`src/rtl/fifo_pkg.sv`:
```
// Shared definitions for the single-clock FIFO: read-mode constants and a
// ceiling-log2 helper used to size pointers and the occupancy counter.
package fifo_pkg;

  localparam int MODE_STD  = 0;
  localparam int MODE_FWFT = 1;

  // Smallest r with 2**r >= value; clog2(1) == 0.
  function automatic int clog2(input int value);
    int result;
    result = 0;
    while ((1 << result) < value) result++;
    return result;
  endfunction

endpackage

```
`src/rtl/fifo_ram.sv`:
```
// Storage array for sync_fifo_flex: one synchronous write port and one
// combinational read port addressed by the FIFO read pointer.
module fifo_ram #(
  parameter int DATA_WIDTH = 8,
  parameter int DEPTH      = 8,
  parameter int PW         = 3
) (
  input  logic                  clk,
  input  logic                  we,
  input  logic [PW-1:0]         waddr,
  input  logic [DATA_WIDTH-1:0] wdata,
  input  logic [PW-1:0]         raddr,
  output logic [DATA_WIDTH-1:0] rdata
);

  logic [DATA_WIDTH-1:0] mem [DEPTH];

  // Contents are deliberately not reset; occupancy tracking makes stale words unreachable.
  always_ff @(posedge clk) begin
    if (we) mem[waddr] <= wdata;
  end

  assign rdata = mem[raddr];

endmodule

```
`src/rtl/sync_fifo_flex.sv`:
```
// Single-clock FIFO for any DEPTH >= 2 with standard or first-word-fall-through
// reads, programmable thresholds, synchronous flush and sticky error flags.
module sync_fifo_flex
  import fifo_pkg::*;
#(
  parameter int DATA_WIDTH   = 8,
  parameter int DEPTH        = 8,
  parameter int FWFT         = MODE_STD,
  parameter int ALMOST_FULL  = DEPTH - 2,
  parameter int ALMOST_EMPTY = 2,
  localparam int CW          = clog2(DEPTH + 1)
) (
  input  logic                  clk,
  input  logic                  reset,
  input  logic                  flush,
  input  logic                  write_en,
  input  logic [DATA_WIDTH-1:0] write_data,
  input  logic                  read_en,
  output logic [DATA_WIDTH-1:0] read_data,
  output logic                  read_valid,
  output logic                  full,
  output logic                  empty,
  output logic                  almost_full,
  output logic                  almost_empty,
  output logic [CW-1:0]         count,
  output logic                  overflow,
  output logic                  underflow
);

  localparam int PW = clog2(DEPTH);
  localparam logic [PW-1:0] LAST_PTR = PW'(DEPTH - 1);
  localparam logic [CW-1:0] DEPTH_C  = CW'(DEPTH);
  localparam logic [CW-1:0] AF_C     = CW'(ALMOST_FULL);
  localparam logic [CW-1:0] AE_C     = CW'(ALMOST_EMPTY);

  logic [PW-1:0]         wr_ptr, rd_ptr;
  logic [DATA_WIDTH-1:0] ram_data, read_reg;
  logic                  read_valid_reg;
  logic                  wr_ok, rd_ok;
  logic [CW-1:0]         next_count;

  // Non-power-of-two depths need an explicit wrap instead of bit masking.
  function automatic logic [PW-1:0] advance(input logic [PW-1:0] ptr);
    return (ptr == LAST_PTR) ? '0 : ptr + 1'b1;
  endfunction

  assign wr_ok = write_en && !full;
  assign rd_ok = read_en && !empty;

  always_comb begin
    next_count = count;
    if (flush)                next_count = '0;
    else if (wr_ok && !rd_ok) next_count = count + 1'b1;
    else if (rd_ok && !wr_ok) next_count = count - 1'b1;
  end

  fifo_ram #(
    .DATA_WIDTH(DATA_WIDTH),
    .DEPTH     (DEPTH),
    .PW        (PW)
  ) u_ram (
    .clk  (clk),
    .we   (wr_ok && !flush),
    .waddr(wr_ptr),
    .wdata(write_data),
    .raddr(rd_ptr),
    .rdata(ram_data)
  );

  always_ff @(posedge clk or posedge reset) begin
    if (reset) begin
      wr_ptr         <= '0;
      rd_ptr         <= '0;
      count          <= '0;
      full           <= 1'b0;
      empty          <= 1'b1;
      almost_full    <= 1'b0;
      almost_empty   <= 1'b1;
      overflow       <= 1'b0;
      underflow      <= 1'b0;
      read_reg       <= '0;
      read_valid_reg <= 1'b0;
    end else begin
      // Flags track the post-edge count so they never lag occupancy.
      count        <= next_count;
      full         <= (next_count == DEPTH_C);
      empty        <= (next_count == '0);
      almost_full  <= (next_count >= AF_C);
      almost_empty <= (next_count <= AE_C);
      if (flush) begin
        wr_ptr         <= '0;
        rd_ptr         <= '0;
        overflow       <= 1'b0;
        underflow      <= 1'b0;
        read_valid_reg <= 1'b0;
      end else begin
        if (wr_ok) wr_ptr <= advance(wr_ptr);
        if (rd_ok) rd_ptr <= advance(rd_ptr);
        if (write_en && full) overflow <= 1'b1;
        if (read_en && empty) underflow <= 1'b1;
        read_valid_reg <= rd_ok;
        if (rd_ok) read_reg <= ram_data;
      end
    end
  end

  assign read_data  = (FWFT == MODE_FWFT) ? ram_data : read_reg;
  assign read_valid = (FWFT == MODE_FWFT) ? !empty : read_valid_reg;

endmodule

```
`config.mk`:
```
export PLATFORM = sky130hd
export DESIGN_NAME = sync_fifo_flex
export DESIGN_NICKNAME = d
export VERILOG_FILES = /design/src/rtl/fifo_pkg.sv /design/src/rtl/fifo_ram.sv /design/src/rtl/sync_fifo_flex.sv
export SDC_FILE = /design/constraint.sdc
export NUM_CORES = 1
export LEC_CHECK = 0
export CAP_MARGIN = 20
export CELL_PAD_IN_SITES_DETAIL_PLACEMENT = 1
export CELL_PAD_IN_SITES_GLOBAL_PLACEMENT = 2
export CORE_ASPECT_RATIO = 1.25
export CORE_MARGIN = 5
export CORE_UTILIZATION = 40
export DETAILED_ROUTE_END_ITERATION = 12
export GPL_TIMING_DRIVEN = 1
export PLACE_DENSITY = 0.76
export SKIP_CTS_REPAIR_TIMING = 1
export SYNTH_ARGS = -nofsm -noshare
export SYNTH_HDL_FRONTEND = slang
export SYNTH_SLANG_ARGS = --single-unit
```
`constraint.sdc`:
```
create_clock -name clk -period 2.7 [get_ports clk]
set_input_delay 0.27 -clock clk [delete_from_list [all_inputs] [get_ports clk]]
set_output_delay 0.27 -clock clk [all_outputs]
set_load 0.01 [all_outputs]
```
==> run_results.csv <==
group,metric,value,unit
outcome,outcome,"complete, no violations",
synth,seq_area_frac_synth,68.71,%
timing,setup-violations-final,0,
placed_design,place_congestion,0.7163,
detailed_routing,wl_met3,203,um
detailed_routing,routed_wl,7.295,mm
grt,antenna_found_initial,0,
synth,avgSynthCellArea,17.10,um2
pwr,p_leak,1.584,nW
pwr,fin_total_pwr,0.003675,W
timing,post-route-min-period,1787,ps
floorplanning,core_area,0.009125,mm2
setup_path,worst_setup_path_end_kind,"register",
setup_path,crit_type,"register to register",
setup_path,reg2reg_slack,910,ps
floorplanning,die_w,96.15,um
min_path,hp-class,"input pin to async pin",
pwr,powerDensity,823.2,mW/mm2
floorplanning,start_util,40.67,%
placed_design,place_area,0.004167,mm2
setup_path,arrival,1820,ps
setup_path,start_kind,"register",
floorplanning,die_area,0.01132,mm2
finish,top_register,"u_ram.mem",
floorplanning,ioPinCount,32,
floorplanning,core.rowCount,39,
grt,grt_pass1_vias,2097,
synth,synth_warnings,0,
placed_design,hpwl,4.956,mm
finish,diodes,0,
detailed_routing,drt_iter0_drc,96,
cts,clkSlewWorstSetupHoldPaths,60,ps
pwr,ir_drop,0.0003489,V
synth,synth_area,0.003711,mm2
grt,grt_max_degree,26,
cts,ctsHtreeMaxLevel,3,
timing,finalCritPeriodShare,66.18,%
cts,cts_tree,"built",
timing,relSlewSlack,47.64,%
timing,tightestPinTransition,785.3,ps
detailed_routing,drc,0,
detailed_routing,vias,2008,
finish,largest_reg_flops,64,
grt,gr-usage-all-layers,14.04,%
finish,design_area,0.004464,mm2
timing,maxSlewViolCount,0,
synth,syn_inst,217,
detailed_routing,routed_via_density,5.149,
detailed_routing,dr_wl_met2,3.629,mm
setup_path,crit_path_max_fanout,9,
finish,fin_nets,281,
cts,worstSkewPairLatency,330,ps
timing,rsz0062_at_grt,"false",
placed_design,io_buffers,31,
finish,area_delta_synth_final,20.30,%
finish,drive_gt1_share,16.10,%
timing,holdWs,291.3,ps
detailed_routing,wl_per_cell,18.71,um
cts,cts_num_sinks,89,
grt,grt_pass1_wl,11.68,mm
detailed_routing,dr.pass1.iters,4,
setup_path,cp.required,2740,ps
detailed_routing,drt.antenna.violating_nets,0,
cts,cts_made_buffers,9,
timing,finalHoldViolCount,0,
synth,synth.distinct_cells,38,
synth,ys_seq_elements,89,
cts,ctsRootBufferMaster,"clkbuf_16",
job,maxCapViolCount,0,
grt,overflow,0,
detailed_routing,routed.top_layer,"met4",
timing,clock_skew,5.785,ps
detailed_routing,drt-met1-wl,3.332,mm
timing,setup_tns,0,ps
floorplanning,die_y,117.7,um
timing,timing.fmax,559.6,MHz
synth,synth_fp_nets,236,
cts,cts_buffer_depth,2,
final timing paths:
kind,end,from,cells past startpoint
setup reg to reg,u_ram.mem[0][4],full,4
min in group clk,underflow,underflow,2
hold / removal,read_data[1],reset,3
hold reg to reg,underflow,underflow,2
setup / recovery,u_ram.mem[0][4],full,4
max in group asynchronous,almost_empty,reset,3
stage by stage:
stage | cells | setup WS, ps | utilization, %
after floorplan | 217 | 568.3 | -
after global placement | 374 | 667.9 | 45.66
after detailed placement | 374 | 624.8 | 45.66
after CTS | 390 | 904.6 | 48.92
after global routing | 390 | 732.1 | 48.92
final | 390 | 913.1 | 48.92
kinds of logic (layout without fill, tap and decap cells):
family	after synthesis	in the layout	synth area share, %
XOR/XNOR	2	2	0.4721
adder cells (fa/ha/maj)	6	6	2.023
AO/OA/AOI/OAI	26	26	4.350
multiplexers	25	25	13.39
buffers and inverters	13	63	3.169
flip-flops	89	89	68.71
AND/OR/NAND/NOR	56	56	7.890
routing by layer:
metal,vias to the layer above,global-route usage [%]
li1,933,-
met1,1036,19.38
met2,32,21.51
met3,7,2.430
met4,0,6.139
met5,-,0
critical path, cell delays in order (launching register included):
cell and delay, ps:
dfrtp_1 410, nand2b_1 290, or3_1 430, nor3_1 150, buf_4 210
Yosys cell counts, drive strengths merged:
cell type | number | share of area (%)
edfxtp | 64 | 52
dfrtp | 23 | 16
nor2 | 23 | 2.4
a21oi | 18 | 2.4
mux4 | 16 | 11
nand2 | 10 | 1.0
mux2i | 8 | 2.2
nor3 | 7 | 1.4
buf | 6 | 1.7
ha | 6 | 2.0
clkbuf | 4 | 1.2
nand2b | 4 | 0.67
inv | 3 | 0.30
nand3 | 3 | 0.40
and2b | 2 | 0.47
and3 | 2 | 0.47
dfstp | 2 | 1.4
nand3b | 2 | 0.40
o311ai | 2 | 0.47
xnor2 | 2 | 0.47
a211oi | 1 | 0.20
a21o | 1 | 0.20
mux2 | 1 | 0.40
nor2b | 1 | 0.17
nor3b | 1 | 0.34
o211ai | 1 | 0.20
o21a | 1 | 0.20
o31ai | 1 | 0.20
o32ai | 1 | 0.44
or3 | 1 | 0.17
cell type report:
| class | count | area (um2) |
|---|---|---|
| Clock buffer | 10 | 229.0 |
| Sequential cell | 89 | 2550 |
| Timing Repair Buffer | 44 | 407.9 |
| Inverter | 3 | 11.26 |
| Multi-Input combinational cell | 115 | 1044 |
| Tap cell | 123 | 153.9 |
| Fill cell | 897 | 4661 |
| Clock inverter | 6 | 68.82 |
power breakdown:
group / leakage [nW] / total [W] / internal (W) / switching [W]
Clock: 0.148 / 0.00123 / 0.000723 / 0.000510
Sequential: 0.891 / 0.00169 / 0.00160 / 0.0000900
Combinational: 0.544 / 0.000749 / 0.000397 / 0.000351
Total: 1.58 / 0.00368 / 0.00272 / 0.000951
placed cells by master (no fill, tap or decap), types with 2 or more instances in the layout:
cell              n
mux4_2            5
nand3b_1          2
clkbuf_16         9
clkinv_4          2
mux2i_1           8
edfxtp_1         64
nand2b_1          4
dfrtp_1          23
mux4_1           11
inv_1             3
nor3_1            5
dfstp_2           2
nor2_1           22
xnor2_1           2
clkdlybuf4s50_1  31
ha_1              6
nand2_1          10
buf_4            13
nand3_1           3
o311ai_0          2
clkinv_2          2
a21oi_1          18
No activity file was read; power rests on OpenSTA's default activity.
